**src/rtl/mixer_ctrl.sv**
```systemverilog
// Mixer control block: per-channel shadow configuration on the CPU native bus and a
// timed sequencer that applies one channel's configuration to the analog pins.
module mixer_ctrl #(
    parameter int N_CH       = 4,
    parameter int BUFF_W     = 2,
    parameter int DATA_W     = 32,
    parameter int ADDR_W     = 3,
    parameter int SETTLE_W   = 16,
    parameter int SETTLE_RST = 16
) (
    input  logic                     clk,
    input  logic                     rst,
    input  logic                     valid,
    input  logic [ADDR_W-1:0]        address,
    input  logic [DATA_W-1:0]        wdata,
    input  logic                     wstrb,
    output logic [DATA_W-1:0]        rdata,
    output logic                     ready,
    output logic [N_CH-1:0]          pd,
    output logic [N_CH-1:0]          ota,
    output logic [N_CH*BUFF_W-1:0]   buff,
    output logic                     busy
);
    localparam int CH_W  = (N_CH > 1) ? $clog2(N_CH) : 1;
    localparam int CFG_W = BUFF_W + 2;

    localparam logic [ADDR_W-1:0] A_CH_SEL = ADDR_W'(0);
    localparam logic [ADDR_W-1:0] A_CFG    = ADDR_W'(1);
    localparam logic [ADDR_W-1:0] A_SETTLE = ADDR_W'(2);
    localparam logic [ADDR_W-1:0] A_APPLY  = ADDR_W'(3);
    localparam logic [ADDR_W-1:0] A_STATUS = ADDR_W'(4);

    typedef enum logic [2:0] {
        ST_IDLE,
        ST_S1,
        ST_W1,
        ST_S2,
        ST_W2,
        ST_S3
    } state_t;

    state_t                 r_state;
    state_t                 w_state_next;

    logic [CH_W-1:0]        r_ch_sel;
    logic [SETTLE_W-1:0]    r_settle;
    logic                   r_err;
    logic                   r_busy;
    logic                   r_ready;
    logic [DATA_W-1:0]      r_rdata;

    logic [CH_W-1:0]        r_lat_ch;
    logic [CFG_W-1:0]       r_lat_cfg;
    logic [SETTLE_W-1:0]    r_lat_settle;
    logic [SETTLE_W-1:0]    r_cnt;

    logic [CFG_W-1:0]       w_shadow [N_CH];
    logic [DATA_W-1:0]      w_rdata_mux;

    logic w_wr;
    logic w_rd;
    logic w_apply;
    logic w_accept;
    logic w_overrun;
    logic w_wr_pd;
    logic w_wr_ota;
    logic w_wr_buff;
    logic w_load_cnt;
    logic w_dec_cnt;

    assign w_wr      = valid & wstrb;
    assign w_rd      = valid & ~wstrb;
    assign w_apply   = w_wr && (address == A_APPLY);
    assign w_accept  = w_apply & ~r_busy;
    assign w_overrun = w_apply & r_busy;

    // Power-up enables bias before the OTA and buffer; power-down tears down in reverse.
    always_comb begin
        w_state_next = r_state;
        w_wr_pd      = 1'b0;
        w_wr_ota     = 1'b0;
        w_wr_buff    = 1'b0;
        w_load_cnt   = 1'b0;
        w_dec_cnt    = 1'b0;
        case (r_state)
            ST_IDLE: begin
                if (w_accept) w_state_next = ST_S1;
            end
            ST_S1: begin
                if (r_lat_cfg[0]) w_wr_buff = 1'b1;
                else              w_wr_pd   = 1'b1;
                w_load_cnt   = 1'b1;
                w_state_next = (r_lat_settle == '0) ? ST_S2 : ST_W1;
            end
            ST_W1: begin
                w_dec_cnt = 1'b1;
                if (r_cnt <= SETTLE_W'(1)) w_state_next = ST_S2;
            end
            ST_S2: begin
                w_wr_ota     = 1'b1;
                w_load_cnt   = 1'b1;
                w_state_next = (r_lat_settle == '0) ? ST_S3 : ST_W2;
            end
            ST_W2: begin
                w_dec_cnt = 1'b1;
                if (r_cnt <= SETTLE_W'(1)) w_state_next = ST_S3;
            end
            ST_S3: begin
                if (r_lat_cfg[0]) w_wr_pd   = 1'b1;
                else              w_wr_buff = 1'b1;
                w_state_next = ST_IDLE;
            end
            default: w_state_next = ST_IDLE;
        endcase
    end

    always_ff @(posedge clk or posedge rst) begin
        if (rst) begin
            r_state      <= ST_IDLE;
            r_busy       <= 1'b0;
            r_lat_ch     <= '0;
            r_lat_cfg    <= '0;
            r_lat_settle <= '0;
            r_cnt        <= '0;
        end else begin
            r_state <= w_state_next;
            // busy lags the state by one edge so the S3 write is still covered.
            r_busy  <= w_accept || (r_state != ST_IDLE);
            if (w_accept) begin
                r_lat_ch     <= r_ch_sel;
                r_lat_cfg    <= w_shadow[r_ch_sel];
                r_lat_settle <= r_settle;
            end
            if (w_load_cnt)     r_cnt <= r_lat_settle;
            else if (w_dec_cnt) r_cnt <= r_cnt - SETTLE_W'(1);
        end
    end

    always_comb begin
        w_rdata_mux = '0;
        case (address)
            A_CH_SEL: w_rdata_mux = DATA_W'(r_ch_sel);
            A_CFG:    w_rdata_mux = DATA_W'(w_shadow[r_ch_sel]);
            A_SETTLE: w_rdata_mux = DATA_W'(r_settle);
            A_STATUS: w_rdata_mux = DATA_W'({r_err, r_busy});
            default:  w_rdata_mux = '0;
        endcase
    end

    always_ff @(posedge clk or posedge rst) begin
        if (rst) begin
            r_ch_sel <= '0;
            r_settle <= SETTLE_W'(SETTLE_RST);
            r_err    <= 1'b0;
            r_ready  <= 1'b0;
            r_rdata  <= '0;
        end else begin
            r_ready <= valid;
            r_rdata <= w_rd ? w_rdata_mux : '0;
            if (w_wr && (address == A_CH_SEL) && (wdata < DATA_W'(N_CH)))
                r_ch_sel <= wdata[CH_W-1:0];
            if (w_wr && (address == A_SETTLE))
                r_settle <= wdata[SETTLE_W-1:0];
            // A new overrun wins over the clear-on-read of the same cycle.
            if (w_overrun)
                r_err <= 1'b1;
            else if (w_rd && (address == A_STATUS))
                r_err <= 1'b0;
        end
    end

    generate
        for (genvar gi = 0; gi < N_CH; gi++) begin : g_ch
            logic              r_sh;
            logic [CFG_W-1:0]  r_shadow;
            logic              r_pd;
            logic              r_ota;
            logic [BUFF_W-1:0] r_buff;
            logic              w_sel;
            logic              w_cfg_wr;

            assign w_sel    = (r_lat_ch == CH_W'(gi));
            assign w_cfg_wr = w_wr && (address == A_CFG) && (r_ch_sel == CH_W'(gi));

            always_ff @(posedge clk or posedge rst) begin
                if (rst) begin
                    r_shadow <= '0;
                    r_sh     <= 1'b0;
                    r_pd     <= 1'b0;
                    r_ota    <= 1'b0;
                    r_buff   <= '0;
                end else begin
                    if (w_cfg_wr) begin
                        r_shadow <= wdata[CFG_W-1:0];
                        r_sh     <= 1'b1;
                    end
                    if (w_sel && w_wr_pd)   r_pd   <= r_lat_cfg[0];
                    if (w_sel && w_wr_ota)  r_ota  <= r_lat_cfg[1];
                    if (w_sel && w_wr_buff) r_buff <= r_lat_cfg[2 +: BUFF_W];
                end
            end

            assign w_shadow[gi]                 = r_shadow;
            assign pd[gi]                       = r_pd;
            assign ota[gi]                      = r_ota;
            assign buff[gi*BUFF_W +: BUFF_W]    = r_buff;
        end
    endgenerate

    assign rdata = r_rdata;
    assign ready = r_ready;
    assign busy  = r_busy;

endmodule

```
**config.mk**
```make
export PLATFORM = sky130hd
export DESIGN_NAME = mixer_ctrl
export DESIGN_NICKNAME = d
export VERILOG_FILES = /design/src/rtl/mixer_ctrl.sv
export SDC_FILE = /design/constraint.sdc
export NUM_CORES = 1
export LEC_CHECK = 0
export ABC_AREA = 0
export CAP_MARGIN = 10
export CORE_MARGIN = 2
export CORE_UTILIZATION = 65
export DETAILED_ROUTE_END_ITERATION = 10
export DONT_BUFFER_PORTS = 1
export GPL_TIMING_DRIVEN = 0
export PLACE_DENSITY_LB_ADDON = 0.12
export SLEW_MARGIN = 25
export SYNTH_ARGS = -nofsm -noshare
export SYNTH_HDL_FRONTEND = slang
export SYNTH_SLANG_ARGS = --single-unit
```
**constraint.sdc**
```tcl
create_clock -name clk -period 7 [get_ports clk]
set_input_delay 1.4 -clock clk [delete_from_list [all_inputs] [get_ports clk]]
set_output_delay 1.4 -clock clk [all_outputs]
set_load 0.1 [all_outputs]
```
==> results by group <==
STA
  • Actual slew at the worst max-slew pin: 1025 ps
  • Worst Skew: 11.92 ps
  • RSZ-0062 raised after global routing: false
  • # setup viols final: 0
  • Final hold viol count: 0
  • Worst slew margin: 31.68%
  • Min Hold Slack: 509.5 ps
  • Period utilization: 48.07%
  • Setup TNS: 0 ps
  • Fin. max-slew vios: 0
  • Crit path time final: 3365 ps
  • Fmax: 297.2 MHz

Layout
  • Fill count: 597
  • FF+latch area: 2754 um^2
  • Final net count: 557
  • Area grow syn2layout: 7.356%
  • Antenna diodes: 0
  • Footprint of the multi-input gates: 2384 um^2
  • Fraction of layout cells with a size suffix above 1: 24.18%

Synth
  • Share of the synthesized area in the top cell type: 50.11%
  • Count leader, synth: dfrtp_1
  • Synth Area in Simple Gates: 14.85%
  • Area of the mapped netlist: 5443 um^2
  • Synth top cells by count: dfrtp_1, mux2_2, nor2_1
  • Yosys cell types: 56
  • Adder-cell share of the synthesized area: 0.4598%
  • Largest area contributor in the netlist: dfrtp_1
  • Post-synthesis cell count: 489
  • Fraction of registers with async set/reset: 100.0%
  • Synth top area cells: dfrtp_1, mux2_2, buf_4, nor2_1, o21ai_0
  • Synth warn: 0
  • Main flop type after synthesis: dfrtp_1
  • Largest family of logic cells by synthesized area: multiplexers
  • Mapped Avg Cell Area: 11.13 um^2
  • Mux cell area share after synthesis: 17.20%
  • Compound-gate portion of the synthesized area: 9.540%
  • Post-synthesis sequential area ratio: 50.60%
  • Synth Register Bits: 110
  • Xor/xnor share of the synthesized area: 0.6437%
  • Count of flip-flops with a built-in enable after synthesis: 0

Worst setup path
  • CP max stage delay: 700 ps
  • Crit start category: input pin
  • Required time worst endpoint: 7250 ps
  • Slowest-stage cell, CP: nor3_1
  • Most frequent CP cell: clkbuf_1
  • Crit Path Class: input pin to register
  • Worst EP arrival: 3620 ps
  • Critical-path cell list: clkbuf_1 -> nand3b_1 -> nor3_1 -> clkbuf_1 -> mux2_2
  • Crit-path max FO: 10
  • Crit end category: register

Power
  • P_leak: 2.587 nW
  • P per Cell Area: 286.2 nW/um^2
  • Worst IR Drop VDD: 162.8 uV

Global routing
  • First-pass GRT wire length: 19.56 mm
  • Vias in the first global route: 3814
  • Largest net degree at the start of global routing: 75
  • Antenna violations before repair: 0
  • Total track usage: 28.24%
  • Total grt overflow: 0

Clock network
  • Clock tree buffer depth: 2
  • Post-CTS Setup Repair Bufs: 0
  • H-tree levels: 3
  • Worst-Skew Late Latency: 370 ps
  • Hold Buf Count CTS: 0
  • Cts repair resizes: 0
  • CTS root buf: clkbuf_8
  • CTS Sinks: 110
  • CTS tree: built
  • CTS Buf Count: 9
  • CTS clk-pin slew, worst paths: 110 ps

Routing
  • Routed wire length per instance: 19.10 um
  • Antenna-violating nets left: 0
  • Drt drc: 0
  • Final wirelength: 11.96 mm
  • DR iter-0 viols: 326
  • Initial DRT Pass Iterations: 5
  • Via-per-instance ratio: 6.289
  • Via count: 3937

Floorplan
  • Die X-Extent: 95.51 um
  • Core area: 8175 um^2
  • I/O pins: 89
  • Row Count: 33
  • Starting Density: 66.57%
  • Die Area: 9121 um^2
  • DIE HEIGHT: 95.51 um

Run
  • Max-cap violation count: 0

Placement
  • DPL Wire Length: 8.628 mm
  • IO Port Bufs: 0
  • RD Place Congestion: 0.9437

Worst hold path
  • Hold Path Class: register to register

Outcome
  • Status: finished, final reports clean
==> cell usage in the layout, fill, tap and decap left out, drive strengths merged, types with 2 or more instances in the layout <==
cell	n
mux2	68
or3	6
nand2b	8
nor3b	4
nand2	23
xnor2	3
clkbuf	30
nor4	14
a31oi	2
mux4	4
a22oi	5
clkinv	4
nor3	20
a32oi	2
o21ai	23
buf	34
o31ai	2
a211oi	2
a222oi	2
dfrtp	109
mux2i	8
o22a	3
a21oi	15
o22ai	7
or4	6
o221ai	2
inv	9
conb	16
nor2	31
nor2b	9
ha	2
o32ai	3
a221o	2
and2	14
nand4	3
a2111oi	2
nand3	12
==> area by class of cell <==
type,instances,area share (%)
buffer,54,5.803
tap,105,2.248
clock inverter,7,0.9636
multi-input combinational,334,40.79
sequential,110,47.13
clock buffer,9,2.120
timing repair buffer,1,0.4711
inverter,6,0.4711
==> metrics by stage <==
stage | instances | cell area (um^2) | power [mW] | utilization (%) | setup WS [ps]
floorplan | 504 | 5499 | 1.198 | - | 2699
global placement | 609 | 5630 | 1.291 | 68.87 | 1615
detailed placement | 610 | 5663 | 1.311 | 69.27 | 3235
CTS | 626 | 5843 | 1.672 | 71.47 | 3637
global route | 626 | 5843 | 1.770 | 71.47 | 3480
finish | 626 | 5843 | 1.672 | 71.47 | 3635
==> report_power, final <==
part           switching [mW]  internal, mW
logic                   0.256         0.186
clock network           0.227         0.136
registers               0.134         0.734
==> flip-flops by register name (all words and copies together), names as in the netlist <==
register,cells
busy,1
g_ch.r_buff,8
g_ch.r_ota,4
g_ch.r_pd,4
g_ch.r_shadow,16
r_ch_sel,2
r_cnt,16
r_err,1
r_lat_cfg,4
r_lat_ch,2
r_lat_settle,16
r_settle,16
r_state,3
rdata,16
ready,1
==> routing by layer <==
metal	track usage, %	wire length (um)	vias to the layer above
met3	5.613	861	18
met5	0	0	-
met4	9.167	201	0
met1	39.18	5106	1943
li1	-	-	1797
met2	45.19	5787	179
==> worst max-delay path: cells and delay by family <==
family                 cells  cell delay [ps]
and+or+nand+nor            2             1070
buffers and inverters      2              730
muxes                      1              410
==> cell families (layout without fill, tap and decap cells) <==
| kind of cell | after synthesis | in the layout |
|---|---|---|
| adder cells (fa/ha/maj) | 2 | 2 |
| flip-flops | 110 | 110 |
| AND/OR/NAND/NOR | 153 | 153 |
| multiplexers | 80 | 80 |
| XOR/XNOR | 4 | 4 |
| other | 1 | 16 |
| AO/OA/AOI/OAI | 79 | 79 |
| buffers and inverters | 60 | 77 |
==> worst paths after layout <==
| kind | slack (ps) | cells past startpoint | start | end |
|---|---|---|---|---|
| worst min-delay path | 510 | 2 | r_lat_settle[9] | r_cnt[9] |
| worst max register to register | 4280 | 6 | r_cnt[3] | r_cnt[15] |
| min in group asynchronous | 860 | 1 | rst | g_ch[2].r_pd |
| worst max-delay path | 3630 | 5 | address[2] | r_lat_settle[0] |
| max in group asynchronous | 5430 | 2 | rst | r_settle[4] |
| worst min register to register | 510 | 2 | r_lat_settle[9] | r_cnt[9] |
(Power assumes the default switching activity.)
